### config.mk
export PLATFORM = sky130hd
export DESIGN_NAME = id_ex_stage
export DESIGN_NICKNAME = d
export VERILOG_FILES = /design/src/rtl/id_ex_stage_pkg.sv /design/src/rtl/id_ex_stage_load_use_detector.sv /design/src/rtl/id_ex_stage.sv
export SDC_FILE = /design/constraint.sdc
export NUM_CORES = 1
export LEC_CHECK = 0
export ABC_AREA = 1
export BUFFER_PORTS_ARGS = -buffer_cell sky130_fd_sc_hd__clkbuf_2
export CAP_MARGIN = 5
export CORE_AREA = 2 2 134 136
export DETAILED_ROUTE_END_ITERATION = 6
export DIE_AREA = 0 0 136 138
export HOLD_SLACK_MARGIN = 0.03
export PLACE_DENSITY = 0.71
export SLEW_MARGIN = 20
export SYNTH_ARGS = -nofsm -noshare
export SYNTH_HDL_FRONTEND = slang
export SYNTH_HIERARCHICAL = 1
export SYNTH_SLANG_ARGS = --single-unit
### constraint.sdc
create_clock -name Clk -period 5.9 [get_ports Clk]
set_input_delay 0.295 -clock Clk [delete_from_list [all_inputs] [get_ports Clk]]
set_output_delay 0.295 -clock Clk [all_outputs]
set_load 0.01 [all_outputs]
### src/rtl/id_ex_stage_pkg.sv
// id_ex_stage_pkg: shared decode encodings and the bubble control bundle for the ID/EX register
package id_ex_stage_pkg;
  localparam logic [1:0] REGDST_RD = 2'b00;
  localparam logic [1:0] REGDST_RT = 2'b01;
  localparam logic [1:0] REGDST_LINK = 2'b10;
  localparam logic [1:0] MEMTOREG_ALU = 2'b00;
  localparam logic [1:0] MEMTOREG_MEM = 2'b01;
  localparam logic [1:0] MEMTOREG_PC4 = 2'b10;
  localparam logic [3:0] ALUOP_NOP = 4'b0000;
  localparam logic [3:0] ALUOP_RTYPE = 4'b0001;
  localparam logic [3:0] ALUOP_ADD = 4'b0010;
  localparam logic [3:0] ALUOP_SUB = 4'b0011;
  localparam logic [3:0] ALUOP_AND = 4'b0100;
  localparam logic [3:0] ALUOP_OR = 4'b0101;
  localparam logic [3:0] ALUOP_SLT = 4'b0110;
  localparam logic [3:0] ALUOP_LUI = 4'b0111;
  typedef struct packed {
    logic       valid;
    logic [1:0] regdst;
    logic [1:0] memtoreg;
    logic [3:0] aluop;
    logic       regwrite;
    logic       alusrc;
    logic       memwrite;
    logic       memread;
    logic       branch;
    logic       jump;
    logic       jumpmux;
  } ctrl_t;
  localparam ctrl_t BUBBLE_CTRL = '{
    valid: 1'b0, regdst: REGDST_RD, memtoreg: MEMTOREG_ALU, aluop: ALUOP_NOP,
    regwrite: 1'b0, alusrc: 1'b0, memwrite: 1'b0, memread: 1'b0,
    branch: 1'b0, jump: 1'b0, jumpmux: 1'b0
  };
endpackage

### src/rtl/id_ex_stage_load_use_detector.sv
// load_use_detector: flags an ID instruction that reads the register a load in EX is still fetching
module load_use_detector
  import id_ex_stage_pkg::*;
#(
  parameter int REG_ADDR_WIDTH = 5
) (
  input  logic                      ex_valid,
  input  logic                      ex_memread,
  input  logic [REG_ADDR_WIDTH-1:0] ex_writereg,
  input  logic                      id_valid,
  input  logic [REG_ADDR_WIDTH-1:0] id_rs,
  input  logic [REG_ADDR_WIDTH-1:0] id_rt,
  input  logic                      id_usesrt,
  output logic                      hazard
);
  assign hazard = ex_valid & ex_memread & (|ex_writereg) & id_valid &
                  ((ex_writereg == id_rs) | (id_usesrt & (ex_writereg == id_rt)));
endmodule

### src/rtl/id_ex_stage.sv
// id_ex_stage: ID/EX pipeline register with load-use stall, flush, hold and bubble counting
module id_ex_stage
  import id_ex_stage_pkg::*;
#(
  parameter int DATA_WIDTH     = 32,
  parameter int REG_ADDR_WIDTH = 5,
  parameter int CNT_WIDTH      = 16,
  parameter int LINK_REG       = 31
) (
  input  logic                      Clk,
  input  logic                      Reset,
  input  logic                      ID_Valid,
  input  logic [1:0]                ID_RegDst,
  input  logic [1:0]                ID_MemToReg,
  input  logic [3:0]                ID_AluOp,
  input  logic                      ID_RegWrite,
  input  logic                      ID_AluSrc,
  input  logic                      ID_MemWrite,
  input  logic                      ID_MemRead,
  input  logic                      ID_Branch,
  input  logic                      ID_Jump,
  input  logic                      ID_JumpMux,
  input  logic [DATA_WIDTH-1:0]     ID_ReadData1,
  input  logic [DATA_WIDTH-1:0]     ID_ReadData2,
  input  logic [DATA_WIDTH-1:0]     ID_Imm,
  input  logic [DATA_WIDTH-1:0]     ID_PCPlus4,
  input  logic [REG_ADDR_WIDTH-1:0] ID_Rs,
  input  logic [REG_ADDR_WIDTH-1:0] ID_Rt,
  input  logic [REG_ADDR_WIDTH-1:0] ID_Rd,
  input  logic                      ID_UsesRt,
  input  logic                      Flush,
  input  logic                      Hold,
  output logic                      EX_Valid,
  output logic [1:0]                EX_RegDst,
  output logic [1:0]                EX_MemToReg,
  output logic [3:0]                EX_AluOp,
  output logic                      EX_RegWrite,
  output logic                      EX_AluSrc,
  output logic                      EX_MemWrite,
  output logic                      EX_MemRead,
  output logic                      EX_Branch,
  output logic                      EX_Jump,
  output logic                      EX_JumpMux,
  output logic [DATA_WIDTH-1:0]     EX_ReadData1,
  output logic [DATA_WIDTH-1:0]     EX_ReadData2,
  output logic [DATA_WIDTH-1:0]     EX_Imm,
  output logic [DATA_WIDTH-1:0]     EX_PCPlus4,
  output logic [REG_ADDR_WIDTH-1:0] EX_Rs,
  output logic [REG_ADDR_WIDTH-1:0] EX_Rt,
  output logic [REG_ADDR_WIDTH-1:0] EX_Rd,
  output logic [REG_ADDR_WIDTH-1:0] EX_WriteReg,
  output logic                      Stall,
  output logic [CNT_WIDTH-1:0]      BubbleCount
);
  localparam logic [REG_ADDR_WIDTH-1:0] LINK = REG_ADDR_WIDTH'(LINK_REG);
  ctrl_t id_ctrl, ex_ctrl;
  logic hazard, load, count;
  logic [REG_ADDR_WIDTH-1:0] dest;
  assign id_ctrl = '{
    valid: ID_Valid, regdst: ID_RegDst, memtoreg: ID_MemToReg, aluop: ID_AluOp,
    regwrite: ID_RegWrite, alusrc: ID_AluSrc, memwrite: ID_MemWrite, memread: ID_MemRead,
    branch: ID_Branch, jump: ID_Jump, jumpmux: ID_JumpMux
  };
  assign {EX_Valid, EX_RegDst, EX_MemToReg, EX_AluOp, EX_RegWrite, EX_AluSrc,
          EX_MemWrite, EX_MemRead, EX_Branch, EX_Jump, EX_JumpMux} = ex_ctrl;
  assign dest = !ID_RegWrite ? '0 :
                ID_RegDst == REGDST_RT ? ID_Rt :
                ID_RegDst == REGDST_LINK ? LINK : ID_Rd;
  load_use_detector #(.REG_ADDR_WIDTH(REG_ADDR_WIDTH)) u_load_use (
    .ex_valid    (EX_Valid),
    .ex_memread  (EX_MemRead),
    .ex_writereg (EX_WriteReg),
    .id_valid    (ID_Valid),
    .id_rs       (ID_Rs),
    .id_rt       (ID_Rt),
    .id_usesrt   (ID_UsesRt),
    .hazard      (hazard)
  );
  assign Stall = Hold | (hazard & ~Flush);
  assign load  = ID_Valid & ~Flush & ~hazard;
  assign count = hazard & ~Flush & (BubbleCount != '1);
  // capture the ID bundle or a zeroed bubble; Hold freezes everything including the counter
  always_ff @(posedge Clk or posedge Reset)
    if (Reset) begin
      ex_ctrl      <= BUBBLE_CTRL;
      EX_ReadData1 <= '0;
      EX_ReadData2 <= '0;
      EX_Imm       <= '0;
      EX_PCPlus4   <= '0;
      EX_Rs        <= '0;
      EX_Rt        <= '0;
      EX_Rd        <= '0;
      EX_WriteReg  <= '0;
      BubbleCount  <= '0;
    end else if (!Hold) begin
      ex_ctrl      <= load ? id_ctrl : BUBBLE_CTRL;
      EX_ReadData1 <= load ? ID_ReadData1 : '0;
      EX_ReadData2 <= load ? ID_ReadData2 : '0;
      EX_Imm       <= load ? ID_Imm : '0;
      EX_PCPlus4   <= load ? ID_PCPlus4 : '0;
      EX_Rs        <= load ? ID_Rs : '0;
      EX_Rt        <= load ? ID_Rt : '0;
      EX_Rd        <= load ? ID_Rd : '0;
      EX_WriteReg  <= load ? dest : '0;
      BubbleCount  <= BubbleCount + CNT_WIDTH'(count);
    end
endmodule

Word level (Yosys, flattened, before mapping):

Cells that the tools add are included.

* input port bits: 164
* output and inout bits: 181
* register bits: 180
* word-level logic and storage cells: 52

* multiplexer cells: 12
* add/sub/neg operators: 1
* eq/ne operators: 5
* reduce and logical (&&, ||, !) cells: 1
* bitwise gates (word level): 13

Operators with widths (count)
* 32-bit 2-to-1 mux: 4
* 5-bit 2-to-1 mux: 7
* 16-bit by 1-bit adder with 16-bit output: 1
* 16-bit 2-to-1 mux: 1
* 16-bit inequality test, second input constant: 1
* 5-bit equality test: 2
* 1-bit bitwise AND: 9
* 5-bit OR reduction: 1
* 2-bit by 1-bit equality test with 1-bit output, second input constant: 1
* 2-bit equality test, second input constant: 1
* 1-bit NOT: 2
* 1-bit bitwise OR: 2

Logic depth before layout (Yosys ltp):

Gate-level depths: netlist (run 1).

* depth in word-level cells: 7
* gate-level depth with buffers: 16
* mapped depth without buffers: 16

By module:

Netlist (run 1), hierarchy kept.

By module, submodules not included
* id_ex_stage: sequential area each 4504.3 um^2, area an instance 6767.7 um^2, cells each 526, instances 1
* load_use_detector: sequential area each 0.0 um^2, area an instance 221.5 um^2, cells each 53, instances 1

Least setup slack after synthesis (run 1):

Ideal clock, no wire load.

* kind: register -> register
* start point: register EX_WriteReg[3]
* end point: register BubbleCount[11]
* stages on the path, launching flop included: 15
* buffers on the path: 0
* data required time: 5777 ps
* slack: 3810 ps
* clock period less this slack: 2090 ps
* setup time: 123 ps
* arrival: 1967 ps
* path through: dfrtp_1 > inv_2 > nand2_2 > nand2_1 > nor2_1 > nand3_1 > a21oi_2 > nand2_1 > nor2_1 > ha_1 > nand3_1 > nor2_1 > nand2_1 > o21ai_0 > nand2_1

* longest elaborated chain between the ends: 7
* elaborated cells on any way between the ends: 11
* classes of those cells: add/sub (1); eq/ne (2); bitwise (7); reduce/logical (1)

RTL lines
* start: declaration: line id_ex_stage.sv:51 `output logic [REG_ADDR_WIDTH-1:0] EX_WriteReg,`
* start signal: assignment: line id_ex_stage.sv:104 `EX_WriteReg <= load ? dest : '0;`
* 5-bit equality test or 5-bit OR reduction (tied branches): line id_ex_stage_load_use_detector.sv:17, id_ex_stage_load_use_detector.sv:16
* 1-bit bitwise AND (on tied branches): line id_ex_stage_load_use_detector.sv:17, id_ex_stage_load_use_detector.sv:16
* 1-bit bitwise OR or 1-bit bitwise AND (tied branches): line id_ex_stage_load_use_detector.sv:17, id_ex_stage_load_use_detector.sv:16
* 1-bit bitwise AND (*): line id_ex_stage_load_use_detector.sv:16 `assign hazard = ex_valid & ex_memread & (|ex_writereg) & id_valid &`
* named net hazard: line id_ex_stage.sv:57 `logic hazard, load, count;`
* 1-bit bitwise AND (*) (2 in series): line id_ex_stage.sv:81 `assign count = hazard & ~Flush & (BubbleCount != '1);`
* 16-bit by 1-bit adder with 16-bit output (*): line id_ex_stage.sv:105 `BubbleCount <= BubbleCount + CNT_WIDTH'(count);`
* end signal: assignment: line id_ex_stage.sv:105
* end: declaration: line id_ex_stage.sv:53 `output logic [CNT_WIDTH-1:0] BubbleCount`

Mark *: on every way through the listed nets, which the timed path passes. The rest lies on a longest branch.
A chain may end at the register's enable or synchronous reset.

Worst setup path after layout (run 1):

* start point: register EX_WriteReg[1]
* end point: register ex_ctrl (netlist bit EX_AluOp[2])

* longest elaborated chain between the ends: 7
* elaborated cells on any way between the ends: 11
* classes of those cells: eq/ne (2); mux (1); bitwise (7); reduce/logical (1)

RTL lines
* 5-bit equality test or 5-bit OR reduction (tied branches): line id_ex_stage_load_use_detector.sv:17, id_ex_stage_load_use_detector.sv:16
* 1-bit bitwise AND (on tied branches): line id_ex_stage_load_use_detector.sv:17, id_ex_stage_load_use_detector.sv:16
* 1-bit bitwise OR or 1-bit bitwise AND (tied branches): line id_ex_stage_load_use_detector.sv:17, id_ex_stage_load_use_detector.sv:16
* 1-bit bitwise AND (*): line id_ex_stage_load_use_detector.sv:16
* named net hazard: line id_ex_stage.sv:57
* 1-bit NOT (*): line id_ex_stage.sv:80 `assign load = ID_Valid & ~Flush & ~hazard;`
* 1-bit bitwise AND (*): line id_ex_stage.sv:80
* 16-bit 2-to-1 mux (*): line id_ex_stage.sv:96 `ex_ctrl <= load ? id_ctrl : BUBBLE_CTRL;`
* end signal: assignment: line id_ex_stage.sv:96
* end: declaration: line id_ex_stage.sv:56 `ctrl_t id_ctrl, ex_ctrl;`

Marks and branches as above.

==> summary.md, run 1 <==
| Metric | Value |
|---|---|
| GRT Util Overall | `19.9%` |
| DP Wirelength | `13700 um` |
| Yosys Warn Count | `6` |
| Via density per instance | `4.95` |
| Drt total wl | `19000 um` |
| Post-Syn Area | `6990 um^2` |
| Drt pass-1 iters | `4` |
| WP buf/inv | `3` |
| Via count | `5702` |
| CTS resizes | `0` |
| CTS tree | `done` |
| CP max FO | `82` |
| Drt drc | `0` |
| Chain of cells forming the critical path | `inv_1 -> nand2_1 -> nand2_1 -> nor2_1 -> nand3_1 -> a21oi_2 -> nor2_1 -> nand2_1 -> inv_4 -> buf_4 -> a22o_1` |
| Vias in the first global route | `5582` |
| Setup crit start kind | `flop` |
| Worst hold start | `ID_ReadData2[19]` |
| Clock Skew | `10.2 ps` |
| TritonCTS Sinks | `180` |
| Initial antenna violation count | `0` |
| Crit. End Element | `flop` |
| Post-synthesis register bit count | `180` |
| Tcrit/Tclk final | `50.3%` |
| Fillers | `1565` |
| FF/Latch Area | `4500 um^2` |
| Antenna diodes | `0` |
| Leading area contributor after synthesis | `dfrtp_1` |
| Data required, critical path | `6260 ps` |
| Post-CTS setup buffer count | `0` |
| Worst r2r src | `EX_WriteReg[1]$_DFFE_PP0N_` |
| Yosys cell types | `23` |
| Post-Route Setup TNS | `0 ps` |
| VDD IR max | `0.000188 V` |
| Initial core utilization | `39.9%` |
| Final Hold Viols | `0` |
| Class of the worst hold path | `input pin to flop` |
| Synth top area cells | `dfrtp_1, a22o_1, nand2_1` |
| Clock-pin slew on the worst setup and hold paths | `70 ps` |
| Multi-input logic area | `2090 um^2` |
| Row cnt | `49` |
| Max Fclk | `0.337 GHz` |
| Largest net degree at the start of global routing | `95` |
| Die Height | `138 um` |
| Hold Path Stages | `2` |
| Setup violators final | `0` |
| Share of post-route cells with drive strength above 1 | `41.9%` |
| CP max stage cell | `buf_4` |
| Die area | `18800 um^2` |
| Slew @ Worst Pin | `981 ps` |
| CP top delay family | `buffers and inverters` |
| Die Wd | `136 um` |
| First-pass GRT wire length | `29400 um` |
| Synth-to-Final Area Change | `34.2%` |
| Hold endpoint | `EX_ReadData2[19]$_DFFE_PP0N_` |
| Worst skew pair latency | `430 ps` |
| GPL Wtd Cong | `0.895` |
| Avg Cell Area, Syn | `12.1 um^2` |
| RSZ-0062 raised after global routing | `false` |
| Nets | `1078` |
| Yosys top cell area share | `64.4%` |
| Static Leak | `5.32 nW` |
| Reg-to-reg endpoint | `EX_AluOp[2]$_DFFE_PP0N_` |
| CORE AREA | `17500 um^2` |
| Cell Pwr Density | `290 nW/um^2` |
| Post-route ant nets | `0` |
| Clock Root Buffer | `clkbuf_16` |
| Hold_ws | `73.2 ps` |
| Most frequent cells in the layout | `clkbuf_2, dfrtp_1, a22o_1, nand2_1, inv_1` |
| Max Cap Viol | `0` |
| Depth of the CTS H-tree | `4` |
| Post-Place Cells | `1120` |
| CTS max path bufs | `2` |
| First DRT Iteration DRCs | `245` |
| Worst R2R Path Depth | `11` |
| Minimum clock period | `2970 ps` |
| Total power | `0.00272 W` |
| Post-Syn Nets | `746` |
| Relative slew slack | `34.6%` |
| IO buf count | `344` |
| Post-Syn Instances | `579` |
| Max-slew violations | `0` |
| Status | `finished, final reports clean` |
| GR Overflow Total | `0` |
| CTS hold repair buffers | `1` |
| Crit-path max cell delay | `770 ps` |
| Commonest non-fill, non-tap cell in the layout | `clkbuf_2` |
| Per-cell routed wire length | `16.5 um` |
| R2r setup slk | `2930 ps` |
| CP dominant cell by count | `nand2_1` |
| Post-Layout Cell Count | `1153` |
| Io pins | `345` |
| TritonCTS buffer count | `17` |
| Setup Crit Path Kind | `flop to flop` |
| Worst EP arrival | `3330 ps` |
| Sequential share of the synthesized area | `64.4%` |
## state kept, by name, indices dropped and copies added (netlist names), 5 cells and up
name          count
EX_ReadData1     32
EX_Imm           32
EX_Rt             5
BubbleCount      16
EX_Rd             5
EX_Rs             5
EX_PCPlus4       32
EX_ReadData2     32
EX_WriteReg       5
## worst register-to-register path, delay by kind of cell, from the launching register on
kind	cells	cell delay (ps)
buf+inv	3	1510
simple gates	6	590
flops	1	420
compound gates	2	380
## how the worst max path moves through the flow
stage	from	endpoint	slack (ps)	cells past startpoint
2_1_floorplan	Reset	BubbleCount[0]$_DFFE_PP0N_	720	1
3_3_place_gp	EX_WriteReg[2]$_DFFE_PP0N_	EX_ReadData1[24]$_DFFE_PP0N_	3030	9
3_5_place_dp	EX_WriteReg[2]$_DFFE_PP0N_	EX_AluOp[2]$_DFFE_PP0N_	2980	11
4_1_cts	EX_WriteReg[2]$_DFFE_PP0N_	EX_AluOp[2]$_DFFE_PP0N_	2930	11
5_1_grt	EX_WriteReg[1]$_DFFE_PP0N_	EX_AluOp[2]$_DFFE_PP0N_	2660	11
6_report	EX_WriteReg[1]$_DFFE_PP0N_	EX_AluOp[2]$_DFFE_PP0N_	2930	11
## layer usage
layer	vias to the layer above	track usage, %	part of all wire, %
met3	35	6.12	8.8
met1	2722	25.0	41
met4	0	8.39	2.9
li1	2700	-	-
met5	-	0	0
met2	245	31.9	47
## cell usage after synthesis, drive strengths merged
master / instances
dfrtp: 180
a22o: 147
nand2: 103
inv: 42
buf: 26
nor2: 25
clkbuf: 10
nand3: 10
o21ai: 9
nand4: 7
xnor2: 6
o211ai: 5
ha: 3
xor2: 3
a21oi: 1
nand3b: 1
nor3: 1
## logic make-up (layout without fill, tap and decap cells)
group | count (synthesis) | in the layout | share of synthesized area (%)
simple gates | 147 | 147 | 8.50
buf+inv | 78 | 423 | 5.66
xor+xnor | 9 | 9 | 1.13
flops | 180 | 180 | 64.4
fa+ha+maj | 3 | 3 | 0.537
compound gates | 162 | 162 | 19.7
## stage by stage
stage               util (%)  cell area (um^2)  setup WS [ps]
finish                  53.5              9380           2930
global route            53.5              9380           2660
CTS                     53.5              9380           2930
detailed placement      50.2              8800           2980
global placement        50.2              8800           3030
floorplan                  -              6990            718
## report_power, final
group	switching, W	total (W)	internal, W
Sequential	0.0000402	0.00134	0.00130
Clock	0.000533	0.00110	0.000562
Combinational	0.000161	0.000293	0.000132
Total	0.000734	0.00272	0.00199
## layout make-up
class | instances | area share (%)
clock inverter | 14 | 1.47
timing repair buffer | 349 | 18.8
clock buffer | 18 | 4.58
sequential | 180 | 48.0
inverter | 42 | 1.76
multi-input combinational | 321 | 22.3
tap | 229 | 3.06
(Power assumes the default switching activity.)
==> inputs of run 2 (changes only) <==
Settings changed: CORE_AREA 2 2 134 136 to default, CORE_ASPECT_RATIO from default to 1.1, CORE_MARGIN from default to 2, CORE_UTILIZATION from default to 41, DIE_AREA 0 0 136 138 to default, PLACE_DENSITY 0.71 to 0.75.
Clock period 5.9 ns to 2.5 ns, I/O delays scaled along.
==> run 2 against run 1 <==
Against the previous run: critical path depth increased by 3; clock power increased by 140%; non-clock buffer count increased by 162; combinational power increased to 3.2 times the previous value; flip-flop and latch count unchanged; sequential power increased by 140%; final area increased by 18%; setup slack got worse by 2700 ps; clock-buffer cell count decreased by 1; highest routed layer is now met5; via count increased by 16%; global-route usage increased by 5.5 points; hold slack got worse by 30 ps.
==> summary.md, run 2 (synthesis results as in run 1) <==
| Metric | Value |
|---|---|
| GPL Wtd Cong | `0.842` |
| First-pass GRT wire length | `35700 um` |
| Io pins | `345` |
| Data required, critical path | `2810 ps` |
| Worst r2r src | `EX_WriteReg[3]$_DFFE_PP0N_` |
| Drt drc | `0` |
| CP dominant cell by count | `nand2_1` |
| Depth of the CTS H-tree | `4` |
| Drt total wl | `23300 um` |
| Crit. End Element | `flop` |
| Commonest non-fill, non-tap cell in the layout | `clkbuf_2` |
| Post-route ant nets | `0` |
| Die Wd | `128 um` |
| Clock Root Buffer | `clkbuf_16` |
| Class of the worst hold path | `input pin to flop` |
| Max Fclk | `0.434 GHz` |
| Final instance area | `11000 um^2` |
| Static Leak | `6.02 nW` |
| Worst EP arrival | `2610 ps` |
| Die area | `18100 um^2` |
| Cell Pwr Density | `614 nW/um^2` |
| Hold Path Stages | `4` |
| Drt pass-1 iters | `4` |
| Die Height | `141 um` |
| Worst R2R Path Depth | `14` |
| Clock Skew | `17.7 ps` |
| Via density per instance | `5.12` |
| CP max stage cell | `dfrtp_1` |
| Worst hold start | `Hold` |
| CTS max path bufs | `2` |
| Setup Crit Path Kind | `flop to flop` |
| Setup crit start kind | `flop` |
| Vias in the first global route | `6813` |
| VDD IR max | `0.000438 V` |
| Synth-to-Final Area Change | `58.1%` |
| Status | `finished, final reports clean` |
| Setup violators final | `0` |
| R2r setup slk | `190 ps` |
| Via count | `6620` |
| Slew @ Worst Pin | `876 ps` |
| Hold endpoint | `BubbleCount[11]$_DFFE_PP0N_` |
| Final worst slack | `195 ps` |
| Per-cell routed wire length | `18.0 um` |
| GRT Util Overall | `25.5%` |
| Final Hold Viols | `0` |
| Largest net degree at the start of global routing | `107` |
| CP top delay family | `simple AND/OR/NAND/NOR gates` |
| CP Launch Point | `EX_WriteReg[3]$_DFFE_PP0N_` |
| TritonCTS buffer count | `17` |
| Nets | `1240` |
| Initial core utilization | `41.5%` |
| CTS tree | `done` |
| Row cnt | `50` |
| Chain of cells forming the critical path | `inv_2 -> nand2_1 -> nand2_1 -> nor2_1 -> nand3_1 -> a21oi_2 -> nand2_1 -> nor2_1 -> ha_1 -> ha_1 -> nand2_1 -> nor2_1 -> nand3_1 -> xnor2_1` |
| CP max FO | `6` |
| IO buf count | `344` |
| Relative slew slack | `41.6%` |
| Crit-path max cell delay | `450 ps` |
| First DRT Iteration DRCs | `436` |
| Max Cap Viol | `0` |
| GR Overflow Total | `0` |
| Tcrit/Tclk final | `92.2%` |
| Placed inst area | `8850 um^2` |
| WP buf/inv | `1` |
| TritonCTS Sinks | `180` |
| RSZ-0062 raised after global routing | `false` |
| Post-CTS setup buffer count | `0` |
| Initial antenna violation count | `1` |
| Worst skew pair latency | `430 ps` |
| DP Worst Slack | `185 ps` |
| DP Wirelength | `14000 um` |
| Clock-pin slew on the worst setup and hold paths | `70 ps` |
| Most frequent cells in the layout | `clkbuf_2, dfrtp_1, dlygate4sd3_1, a22o_1, nand2_1` |
| Share of post-route cells with drive strength above 1 | `36.2%` |
| Post-Route Setup TNS | `0 ps` |
| Reg-to-reg endpoint | `BubbleCount[12]$_DFFE_PP0N_` |
| Max-slew violations | `0` |
| Minimum clock period | `2310 ps` |
| CORE AREA | `16800 um^2` |
[run 2: cell types whose count changed in the layout (fill, tap and decap cells not counted), sizes merged]
cell / before / now
dlygate4sd3: 1 / 159
buf: 5 / 9
inv: 50 / 48
bufinv: 0 / 1
clkbuf: 361 / 360
clkinvlp: 1 / 2
diode: 0 / 1
[run 2: repair_timing]
item	CTS	global route
endpoints found under the setup margin	0	3
endpoints found under the hold margin	343	0
resized for setup	0	3
hold buffers	159	0
[run 2: worst max-delay path by stage]
| stage | depth (start not counted) | slack [ps] | end |
|---|---|---|---|
| final | 14 | 190 | BubbleCount[12]$_DFFE_PP0N_ |
| after global routing | 14 | 40 | BubbleCount[11]$_DFFE_PP0N_ |
| after CTS | 14 | 100 | BubbleCount[11]$_DFFE_PP0N_ |
| after detailed placement | 14 | 180 | BubbleCount[11]$_DFFE_PP0N_ |
| after global placement | 14 | 320 | BubbleCount[11]$_DFFE_PP0N_ |
| after floorplan | 1 | 70 | BubbleCount[0]$_DFFE_PP0N_ |
[run 2: report_power, final]
| group | total (W) | internal (W) | switching [W] |
|---|---|---|---|
| registers | 0.00316 | 0.00306 | 0.000101 |
| logic | 0.000934 | 0.000483 | 0.000451 |
| clock network | 0.00269 | 0.00142 | 0.00127 |
[run 2: per-layer routing]
layer / GRT usage (%) / wire [um] / part of all wire, %
met1: 29.9 / 8860 / 38
met4: 11.6 / 786 / 3.4
met5: 0 / 6 / 0.026
met2: 44.0 / 12000 / 52
met3: 6.15 / 1640 / 7.0
[run 2: layout make-up]
cell class	instances	area, um^2
antenna	1	2.50
clock buffer	17	425
fill	1206	5780
sequential	180	4500
tap	208	260
inverter	42	164
timing repair buffer	511	3430
clock inverter	14	165
multi-input combinational	321	2100
[run 2: worst min-delay path, delay by kind of cell]
| family | cells | cell delay, ps |
|---|---|---|
| simple gates | 3 | 170 |
| buf+inv | 1 | 130 |
[run 2: per-stage QoR]
stage	power (W)	hold WS, ps	cells	util, %
after global placement	0.00390	290	1103	52.6
after global routing	0.00704	48.1	1294	65.6
final	0.00678	43.6	1294	65.6
after detailed placement	0.00391	290	1103	52.6
after CTS	0.00678	63.5	1293	65.6
after floorplan	0.00355	235	579	-
==> inputs of run 3 (changes only) <==
Settings changed: CORE_AREA from default to 2 2 135 137, CORE_ASPECT_RATIO 1.1 to default, CORE_MARGIN 2 to default, CORE_UTILIZATION 41 to default, CTS_BUF_LIST from default to sky130_fd_sc_hd__clkbuf_4, DIE_AREA from default to 0 0 137 139, PLACE_DENSITY 0.75 to 0.73, SLEW_MARGIN 20 to default.
==> run 3 against run 2 <==
Against the previous run: routed wire length down 0.65%; clock-buffer cell count unchanged; via count down 0.21%; flip-flop and latch count unchanged; final cell count up 2.2%; first-iteration DRC count down 38%; final area down 1.5%; clock power down 32%; largest cell class unchanged; largest power group unchanged; highest routed layer is now met4.
==> summary.md, run 3 (synthesis results as in run 1) <==
| Metric | Value |
|---|---|
| Via density per instance | `5.00` |
| CTS tree | `done` |
| Max Cap Viol | `0` |
| Post-route ant nets | `0` |
| Vias in the first global route | `6835` |
| Post-Place Cells | `1123` |
| Max Fclk | `0.454 GHz` |
| Largest net degree at the start of global routing | `92` |
| TritonCTS buffer count | `17` |
| Initial antenna violation count | `2` |
| Per-cell routed wire length | `17.5 um` |
| Die area | `19000 um^2` |
| Setup crit end | `EX_WriteReg[4]$_DFFE_PP0N_` |
| First-pass GRT wire length | `35800 um` |
| Synth-to-Final Area Change | `55.7%` |
| Setup violators final | `0` |
| Sw Ratio | `26.8%` |
| Max-slew violations | `0` |
| First DRT Iteration DRCs | `272` |
| Crit. End Element | `flop` |
| Clock Root Buffer | `clkbuf_4` |
| IO buf count | `344` |
| Drt total wl | `23200 um` |
| Commonest non-fill, non-tap cell in the layout | `clkbuf_2` |
| Setup crit start kind | `flop` |
| Comb power frac | `15.8%` |
| Initial core utilization | `39.6%` |
| CP Launch Point | `EX_WriteReg[2]$_DFFE_PP0N_` |
| GPL Wtd Cong | `0.853` |
| Drt drc | `0` |
| Cell Pwr Density | `546 nW/um^2` |
| VDD IR max | `0.000357 V` |
| Relative slew slack | `58.0%` |
| R2r setup slk | `300 ps` |
| Final worst slack | `299 ps` |
| Most frequent cells in the layout | `clkbuf_2, dfrtp_1, dlygate4sd3_1, a22o_1, nand2_1` |
| Power Internal | `0.00435 W` |
| Worst R2R Path Depth | `12` |
| Final Hold Viols | `0` |
| Tcrit/Tclk final | `88.1%` |
| Die Wd | `137 um` |
| Setup Crit Path Kind | `flop to flop` |
| Depth of the CTS H-tree | `4` |
| Row cnt | `49` |
| Post-Route Setup TNS | `0 ps` |
| CP max FO | `11` |
| Class of the worst hold path | `input pin to flop` |
| Worst r2r src | `EX_WriteReg[2]$_DFFE_PP0N_` |
| Data required, critical path | `2960 ps` |
| DP Wirelength | `14500 um` |
| Worst EP arrival | `2660 ps` |
| Minimum clock period | `2200 ps` |
| GRT Util Overall | `24.3%` |
| RSZ-0062 raised after global routing | `false` |
| Clock-pin slew on the worst setup and hold paths | `160 ps` |
| Clk pwr share | `31.0%` |
| CTS max path bufs | `2` |
| Static Leak | `5.95 nW` |
| Net Sw Power | `0.00159 W` |
| Sequential Power Share | `53.1%` |
| Reg-to-reg endpoint | `EX_WriteReg[4]$_DFFE_PP0N_` |
| Share of post-route cells with drive strength above 1 | `35.7%` |
| Worst skew pair latency | `550 ps` |
| GR Overflow Total | `0` |
| Slew @ Worst Pin | `630 ps` |
| Io pins | `345` |
| DP Worst Slack | `274 ps` |
| Via count | `6606` |
| Die Height | `139 um` |
| CORE AREA | `17700 um^2` |
| Post-Layout Cell Count | `1322` |
| Status | `finished, final reports clean` |
| Drt pass-1 iters | `4` |
| TritonCTS Sinks | `180` |
| Clock Skew | `28.2 ps` |
| Nets | `1247` |
==> run 3: cell count changes in the layout (fill, tap and decap cells not counted), sizes merged <==
cell         before  now
diode             1    2
clkinv            5    3
inv              48   46
bufinv            1    4
buf               9    8
dlygate4sd3     159  167
==> run 3: power by group through the flow <==
stage | sequential [W] | clock, W | combinational (W)
3_3_place_gp | 0.00320 | 0 | 0.000710
6_report | 0.00316 | 0.00184 | 0.000941
4_1_cts | 0.00315 | 0.00190 | 0.000929
2_1_floorplan | 0.00326 | 0 | 0.000283
3_5_place_dp | 0.00320 | 0 | 0.000719
5_1_grt | 0.00317 | 0.00202 | 0.00102
==> run 3: routing by layer <==
metal	GRT usage, %	part of all wire [%]
met1	27.9	38
met2	41.4	50
met3	7.64	8.5
met4	10.1	3.3
met5	0	0
==> run 3: layout make-up <==
type                       count  area (um^2)
inverter                      42          164
antenna                        2         5.00
tap                          229          287
multi-input combinational    321         2100
fill                        1330         6780
timing repair buffer         518         3500
clock inverter                13          195
clock buffer                  17          128
sequential                   180         4500
==> run 3: worst max-delay path, stage by stage (launching register included) <==
cell	delay, ps
dfrtp_1	460
inv_1	70
nand2_1	60
nand2_1	60
nor2_2	80
nand3_1	80
a21oi_2	170
nor2_1	60
nand2_2	250
nor2_4	80
o211ai_1	100
dlygate4sd3_1	580
nand2_1	50
==> run 3: per-stage QoR <==
step | hold WS (ps) | instance area [um^2] | utilization (%) | total power [W]
2_1_floorplan | 235 | 6990 | - | 0.00355
4_1_cts | 114 | 10900 | 61.5 | 0.00598
3_5_place_dp | 45.1 | 8870 | 50.2 | 0.00392
6_report | 99.3 | 10900 | 61.6 | 0.00594
3_3_place_gp | 47.0 | 8870 | 50.2 | 0.00391
5_1_grt | 127 | 10900 | 61.6 | 0.00621
==> run 3: how the worst min path moves through the flow <==
stage	from	end	depth (start not counted)
detailed placement	Reset	EX_ReadData1[12]$_DFFE_PP0N_	2
global route	Flush	EX_Valid$_DFFE_PP0N_	4
finish	Flush	EX_Valid$_DFFE_PP0N_	4
floorplan	ID_Rd[2]	EX_Rd[2]$_DFFE_PP0N_	2
CTS	Flush	BubbleCount[0]$_DFFE_PP0N_	7
global placement	Reset	EX_ReadData1[12]$_DFFE_PP0N_	2
==> run 3: repair_timing <==
item | CTS | global route
gates resized for setup | 0 | 3
hold buffers | 167 | 0
hold endpoints to repair | 346 | 0
buffers inserted | 0 | 0
endpoints found under the setup margin | 0 | 2
